$ cat src/rtl/raster_timing_gen.sv
// Raster timing generator: walks active/porch/sync regions on both axes and emits x/y, de, syncs, eol/ovf.
// Optional frame counter (frame_cnt, frame_cnt_clr) is built only when RASTER_FRAME_CNT_EN is defined.
module raster_timing_gen #(
  parameter int H_ACTIVE = 640,
  parameter int H_FP     = 16,
  parameter int H_SYNC   = 96,
  parameter int H_BP     = 48,
  parameter int V_ACTIVE = 480,
  parameter int V_FP     = 10,
  parameter int V_SYNC   = 2,
  parameter int V_BP     = 33,
  parameter bit HS_POL   = 1'b0,
  parameter bit VS_POL   = 1'b0,
  localparam int H_TOTAL = H_ACTIVE + H_FP + H_SYNC + H_BP,
  localparam int V_TOTAL = V_ACTIVE + V_FP + V_SYNC + V_BP,
  localparam int XW      = $clog2(H_TOTAL),
  localparam int YW      = $clog2(V_TOTAL)
) (
  input  logic          clk,
  input  logic          rst_n,
  input  logic          en,
`ifdef RASTER_FRAME_CNT_EN
  input  logic          frame_cnt_clr,
  output logic [15:0]   frame_cnt,
`endif
  output logic [XW-1:0] x,
  output logic [YW-1:0] y,
  output logic          de,
  output logic          hsync,
  output logic          vsync,
  output logic          eol,
  output logic          ovf
);

  if (H_ACTIVE < 1 || H_FP < 1 || H_SYNC < 1 || H_BP < 1 ||
      V_ACTIVE < 1 || V_FP < 1 || V_SYNC < 1 || V_BP < 1) begin : g_param_err
    $error("raster_timing_gen: every timing parameter must be >= 1");
  end

  localparam logic [XW-1:0] X_LAST   = XW'(H_TOTAL - 1);
  localparam logic [YW-1:0] Y_LAST   = YW'(V_TOTAL - 1);
  localparam logic [XW-1:0] X_ACT    = XW'(H_ACTIVE);
  localparam logic [YW-1:0] Y_ACT    = YW'(V_ACTIVE);
  localparam logic [XW-1:0] HS_START = XW'(H_ACTIVE + H_FP);
  localparam logic [XW-1:0] HS_END   = XW'(H_ACTIVE + H_FP + H_SYNC);
  localparam logic [YW-1:0] VS_START = YW'(V_ACTIVE + V_FP);
  localparam logic [YW-1:0] VS_END   = YW'(V_ACTIVE + V_FP + V_SYNC);

  logic [XW-1:0] x_q, x_d;
  logic [YW-1:0] y_q, y_d;
  logic          de_q, de_d, hs_q, hs_d, vs_q, vs_d;
  logic          eol_q, eol_d, ovf_q, ovf_d;

  // de/hsync/vsync are decoded from the next position so they land with the x/y they describe.
  always_comb begin
    x_d   = x_q;
    y_d   = y_q;
    eol_d = 1'b0;
    ovf_d = 1'b0;
    if (en) begin
      if (x_q == X_LAST) begin
        x_d   = '0;
        eol_d = 1'b1;
        if (y_q == Y_LAST) begin
          y_d   = '0;
          ovf_d = 1'b1;
        end else begin
          y_d = y_q + YW'(1);
        end
      end else begin
        x_d = x_q + XW'(1);
      end
    end
    de_d = (x_d < X_ACT) && (y_d < Y_ACT);
    hs_d = ((x_d >= HS_START) && (x_d < HS_END)) ? HS_POL : ~HS_POL;
    vs_d = ((y_d >= VS_START) && (y_d < VS_END)) ? VS_POL : ~VS_POL;
  end

  always_ff @(posedge clk or negedge rst_n) begin
    if (!rst_n) begin
      x_q   <= '0;
      y_q   <= '0;
      de_q  <= 1'b1;
      hs_q  <= ~HS_POL;
      vs_q  <= ~VS_POL;
      eol_q <= 1'b0;
      ovf_q <= 1'b0;
    end else begin
      x_q   <= x_d;
      y_q   <= y_d;
      de_q  <= de_d;
      hs_q  <= hs_d;
      vs_q  <= vs_d;
      eol_q <= eol_d;
      ovf_q <= ovf_d;
    end
  end

`ifdef RASTER_FRAME_CNT_EN
  logic [15:0] fcnt_q, fcnt_d;

  // Clear wins over a coincident frame wrap.
  always_comb begin
    fcnt_d = fcnt_q;
    if (frame_cnt_clr)  fcnt_d = '0;
    else if (ovf_d)     fcnt_d = fcnt_q + 16'd1;
  end

  always_ff @(posedge clk or negedge rst_n) begin
    if (!rst_n) fcnt_q <= '0;
    else        fcnt_q <= fcnt_d;
  end

  assign frame_cnt = fcnt_q;
`endif

  assign x     = x_q;
  assign y     = y_q;
  assign de    = de_q;
  assign hsync = hs_q;
  assign vsync = vs_q;
  assign eol   = eol_q;
  assign ovf   = ovf_q;

endmodule

$ cat config.mk
export PLATFORM = sky130hd
export DESIGN_NAME = raster_timing_gen
export DESIGN_NICKNAME = d
export VERILOG_FILES = /design/src/rtl/raster_timing_gen.sv
export SDC_FILE = /design/constraint.sdc
export NUM_CORES = 1
export LEC_CHECK = 0
export CORE_ASPECT_RATIO = 1.1
export CORE_MARGIN = 5
export CORE_UTILIZATION = 45
export CTS_CLUSTER_SIZE = 16
export DETAILED_ROUTE_END_ITERATION = 7
export GPL_TIMING_DRIVEN = 0
export HOLD_SLACK_MARGIN = 0.03
export PLACE_DENSITY_LB_ADDON = 0.1
export SLEW_MARGIN = 20
export SYNTH_ARGS = -nofsm -noshare
export SYNTH_HDL_FRONTEND = slang
export SYNTH_SLANG_ARGS = --single-unit
$ cat constraint.sdc
create_clock -name clk -period 2.7 [get_ports clk]
set_input_delay 0.54 -clock clk [delete_from_list [all_inputs] [get_ports clk]]
set_output_delay 0.54 -clock clk [all_outputs]
set_load 0.1 [all_outputs]
# [Yosys cells after proc, flatten, opt, wreduce, memory -nomap -nowiden]
# Cells that the tools add are included.
[op_classes] multipliers=0 n_reduce_logical=3 n_shift=0 order_cmp=6 muxes=12 n_addsub=2 div_mod_pow=0 bitwise=0 n_eq_ne=2
[ops] operator="two-way mux 10 bit" count=5
[ops] operator="adder 10 x 1 -> 10 bit, second input constant" count=2
[ops] operator="equality test 10 bit, second input constant" count=2
[ops] operator="< comparator 10 bit, second input constant" count=2
[ops] operator="< comparator 10 x 9 -> 1 bit, second input constant" count=2
[ops] operator="greater-or-equal comparator 10 bit, second input constant" count=1
[ops] operator="greater-or-equal comparator 10 x 9 -> 1 bit, second input constant" count=1
[ops] operator="two-way mux 1 bit" count=7
[ops] operator="logical AND 1 bit" count=3
[word_totals] elab_cells=32 latchBits=0 out_inout_bits=25 regBits=25 n_memories=0 romBits=0 ramBits=0

# [Depth between registers and ports, before layout]
[logic_depth] ltp_word=7 mapped_depth=9 depth_no_buf=7

# [Worst setup path before layout]
# OpenSTA, ideal clock, no wires.
[synth_timing] kind="register -> register" start="register x_q[0], in the netlist x[0]" end="register vs_q, in the netlist vsync" setup_ns=0.086 t_required_ns=2.614 path_buffers=1 setup_slack_ns=0.125 stages_incl_launch_ff=9 synth_period_minus_slack_ns=2.575 arrival_time_ns=2.490 path_cell_list="dfrtp_1 ha_1 and4bb_1 nand3_2 inv_2 buf_6 mux2i_1 a22oi_1 a2111o_1"
[synth_via] elab_chain_len=6 elab_cells_between_ends=7 cone_classes="order compare (2); eq/ne (1); mux (3); reduce/logical (1)"
[synth_lines] item="start: declaration" line="49" source="logic [XW-1:0] x_q, x_d;"
[synth_lines] item="start signal: assignment" line="81" source="x_q <= '0;"
[synth_lines] item="start signal: assignment" line="89" source="x_q <= x_d;"
[synth_lines] item="equality test 10 bit (*)" line="61" source="if (x_q == X_LAST) begin"
[synth_lines] item="two-way mux 10 bit (*)" line="61"
[synth_lines] item="two-way mux 10 bit (*)" line="60" source="if (en) begin"
[synth_lines] item="greater-or-equal comparator 10 x 9 -> 1 bit or < comparator 10 x 9 -> 1 bit (tied branches)" line="76" source="vs_d = ((y_d >= VS_START) && (y_d < VS_END)) ? VS_POL : ~VS_POL;"
[synth_lines] item="logical AND 1 bit (*)" line="76"
[synth_lines] item="two-way mux 1 bit (*)" line="76"
[synth_lines] item="via vs_d" line="51" source="logic de_q, de_d, hs_q, hs_d, vs_q, vs_d;"
[synth_lines] item="end signal: assignment" line="85" source="vs_q <= ~VS_POL;"
[synth_lines] item="end signal: assignment" line="93" source="vs_q <= vs_d;"
[synth_lines] item="end: declaration" line="51"
# The timed path passes the listed nets; every way through them passes the cells marked *.

# [Worst setup path after layout]
[layout_timing] start="register hs_q, in the netlist hsync" end="output hsync"
[layout_rtl] item="start: declaration" line="51"
[layout_rtl] item="start signal: assignment" line="84" source="hs_q <= ~HS_POL;"
[layout_rtl] item="start signal: assignment" line="92" source="hs_q <= hs_d;"
[layout_rtl] item="end: declaration" line="29" source="output logic hsync,"
# No word-level cell between the ends.

==> flow_summary_export.csv <==
group,metric,value,unit
floorplanning,die_area,0.00433,mm^2
placed_design,place_area,0.00171,mm^2
synth,synth.distinct_cells,52,
setup_path,slowest_stage,"clkdlybuf4s50_1",
setup_path,setup.worst_path.start_class,"flop",
synth,ys.flop_type,"dfrtp_1",
timing,max_slew_margin,34.4,%
synth,yosysSeqAreaShare,44.9,%
floorplanning,coreArea,0.00302,mm^2
route,drc_errors,0,
floorplanning,fp.dieH,68.6,um
pwr,irDropWorstVdd,0.609,mV
clock_network,h-tree-depth,1,
global_route,grt_max_degree,26,
timing,period_minus_slack,2.53,ns
cells_and_area,fin_nets,168,
setup_path,crit_path_max_incr_delay,1.12,ns
global_route,grt_use_met1,18.6,%
global_route,grt_pass1_vias,1118,
route,wl_per_cell,15.5,um
cells_and_area,final-instance-count-excl-fill,195,
outcome,outcome,"finished, final reports clean",
clock_network,ctsHoldBuffers,0,
setup_path,r2r-end,"de$_DFF_PN1_",
cells_and_area,drive_gt1_share,18.6,%
global_route,grt_usage,14.9,%
setup_path,critical_path_class,"reg2out",
cells_and_area,nFillCells,265,
global_route,grtUsageMet3,3.24,%
route,dr.pass1.iters,4,
timing,final.setup.tns,0,ns
setup_path,regToRegStartpoint,"y[0]$_DFF_PN0_",
clock_network,clk_latency,0.32,ns
synth,netlist_instances,131,
setup_path,cp.arrival,1.99,ns
cells_and_area,diodes,0,
placed_design,dp.final_hpwl,2180,um
floorplanning,num_rows,21,
setup_path,cp_top_family,"buffers and inverters",
timing,fin_crit_sh,93.5,%
placed_design,finalWeightedCongestion,0.844,
pwr,power_density,707,mW/mm^2
setup_path,path_buf_inv,1,
route,avgViaCountPerCell,5.75,
global_route,grt_pass1_wl,5150,um
clock_network,clkSinkCount,25,
clock_network,cts-buffers-inserted,3,
setup_path,crit_chain,"clkdlybuf4s50_1",
synth,syn_area,0.00140,mm^2
route,via_count,1121,
route,drt_iter0_drc,56,
floorplanning,initial_utilization,46.4,%
route,routed_wl,3020,um
floorplanning,die_w,63.2,um
global_route,use_met2,26.0,%
cells_and_area,final_area,0.00173,mm^2
synth,ys_warn_count,0,
placed_design,dp.cells,191,
global_route,overflow,0,
setup_path,path_max_fanout,1,
clock_network,clockRootBuffer,"clkbuf_4",
synth,synth_edf_count,0,
synth,ys_async_sr_fraction,100,%
setup_path,r2r_cells,7,
global_route,antenna_found_initial,0,
timing,rsz0062_at_grt,"no",
synth,synth_seq_cells,25,
timing,slew_violations,0,
hold_path,hold_path_class,"in2async",
timing,worst_hold_slack,0.186,ns
timing,worstMarginPinSlew,0.981,ns
clock_network,clk_pin_slew,0.14,ns
setup_path,crit_path_end_kind,"output pin",
placed_design,io_buffer_count,26,
timing,finalHoldViolations,0,
pwr,p_leak,0.701,nW
route,ant_nets,0,
clock_network,clk_path_buf_depth,2,
setup_path,reg2reg_slack,0.45,ns
cells_and_area,final_util,57.2,%
synth,syn_area_per_cell,10.7,um^2
cells_and_area,syn_to_final_growth,23.2,%
clock_network,cts-resized-gates,0,
clock_network,post_cts_buffers,0,
timing,finalSetupViolCount,0,
timing,max_freq,396,MHz
timing,finalClockSkew,0.00220,ns
synth,syn_nets,137,
global_route,grt.busiest_layer,"met2",
run,drv_cap,0,
setup_path,required,2.16,ns
clock_network,cts_tree,"built",
floorplanning,ios,28,
==> layer usage <==
layer	wire length, um	vias to the layer above
li1	-	544
met1	1390	550
met2	1480	25
met3	126	2
met4	16	0
met5	0	-
==> synth_stat cells, types with 2 or more instances <==
cell type	n	area (um^2)
a21oi_1	2	10.0
and2_1	3	18.8
and2_2	2	15.0
and3_1	2	12.5
and4_2	2	20.0
buf_2	3	15.0
buf_6	2	22.5
dfrtp_1	22	551
dfstp_2	3	78.8
ha_1	3	37.5
inv_1	7	26.3
mux2_2	2	22.5
nand2_1	7	26.3
nand3_1	5	25.0
nand3b_1	2	15.0
nand4_1	6	37.5
nand4b_1	2	17.5
nor2_1	7	26.3
nor3b_1	2	15.0
o21ai_0	6	30.0
or2_2	2	12.5
or3_1	2	12.5
xnor2_1	8	70.1
==> final cells by class <==
cell class / instances / area, um^2 / area share, %
Multi-Input combinational cell: 92 / 702 / 40.6
Sequential cell: 25 / 629 / 36.4
Timing Repair Buffer: 26 / 255 / 14.8
Tap cell: 34 / 42.5 / 2.46
Buffer: 6 / 41.3 / 2.39
Inverter: 8 / 30.0 / 1.74
Clock buffer: 3 / 22.5 / 1.30
Clock inverter: 1 / 5.00 / 0.290
==> per-stage QoR <==
stage	power (mW)	worst slack (ns)
after floorplan	0.921	0.125
after CTS	1.23	0.154
final	1.22	0.175
after global placement	1.05	0.499
after detailed placement	1.06	0.477
after global routing	1.29	0.103
==> worst max path at each step <==
stage,cells after the start,endpoint,slack [ns],from
2_1_floorplan,8,vsync$_DFF_PN1_,0.12,x[0]$_DFF_PN0_
3_3_place_gp,7,de$_DFF_PN1_,0.50,y[0]$_DFF_PN0_
3_5_place_dp,7,de$_DFF_PN1_,0.48,y[0]$_DFF_PN0_
4_1_cts,1,hsync,0.15,hsync$_DFF_PN1_
5_1_grt,1,y[4],0.10,y[4]$_DFF_PN0_
6_report,1,hsync,0.17,hsync$_DFF_PN1_
==> kinds of logic (layout without fill, tap and decap cells) <==
kind of cell	Yosys count	in the layout	share of synthesized area (%)
xor+xnor	9	9	5.62
fa+ha+maj	3	3	2.68
compound gates	21	21	11.9
mux	3	3	2.32
simple gates	56	56	27.6
flops	25	25	44.9
buf+inv	14	44	5.08
==> layout by cell type (no fill, tap or decap), types with 2 or more instances in the layout <==
cell type / n
and4_2: 2
or3_1: 2
a21oi_1: 2
clkbuf_4: 3
nand3_1: 5
ha_1: 3
mux2_2: 2
or2_2: 2
buf_2: 4
nand4b_1: 2
o21ai_0: 6
nor3b_1: 2
dfstp_2: 3
dfrtp_1: 22
xnor2_1: 8
and2_2: 2
clkdlybuf4s50_1: 25
nand3b_1: 2
and2_1: 3
buf_6: 2
nor2_1: 7
inv_1: 7
and3_1: 2
nand4_1: 6
nand2_1: 7
==> flip-flops by register name, indices dropped and copies added (netlist names) <==
| name | flops |
|---|---|
| x | 10 |
| y | 10 |
| de | 1 |
| eol | 1 |
| hsync | 1 |
| ovf | 1 |
| vsync | 1 |
==> power breakdown <==
part	internal, mW	total, mW	switching, mW
Clock	0.0554	0.170	0.114
Sequential	0.420	0.483	0.0627
Combinational	0.137	0.569	0.432
Total	0.613	1.22	0.610
No activity file was read; power rests on OpenSTA's default activity.
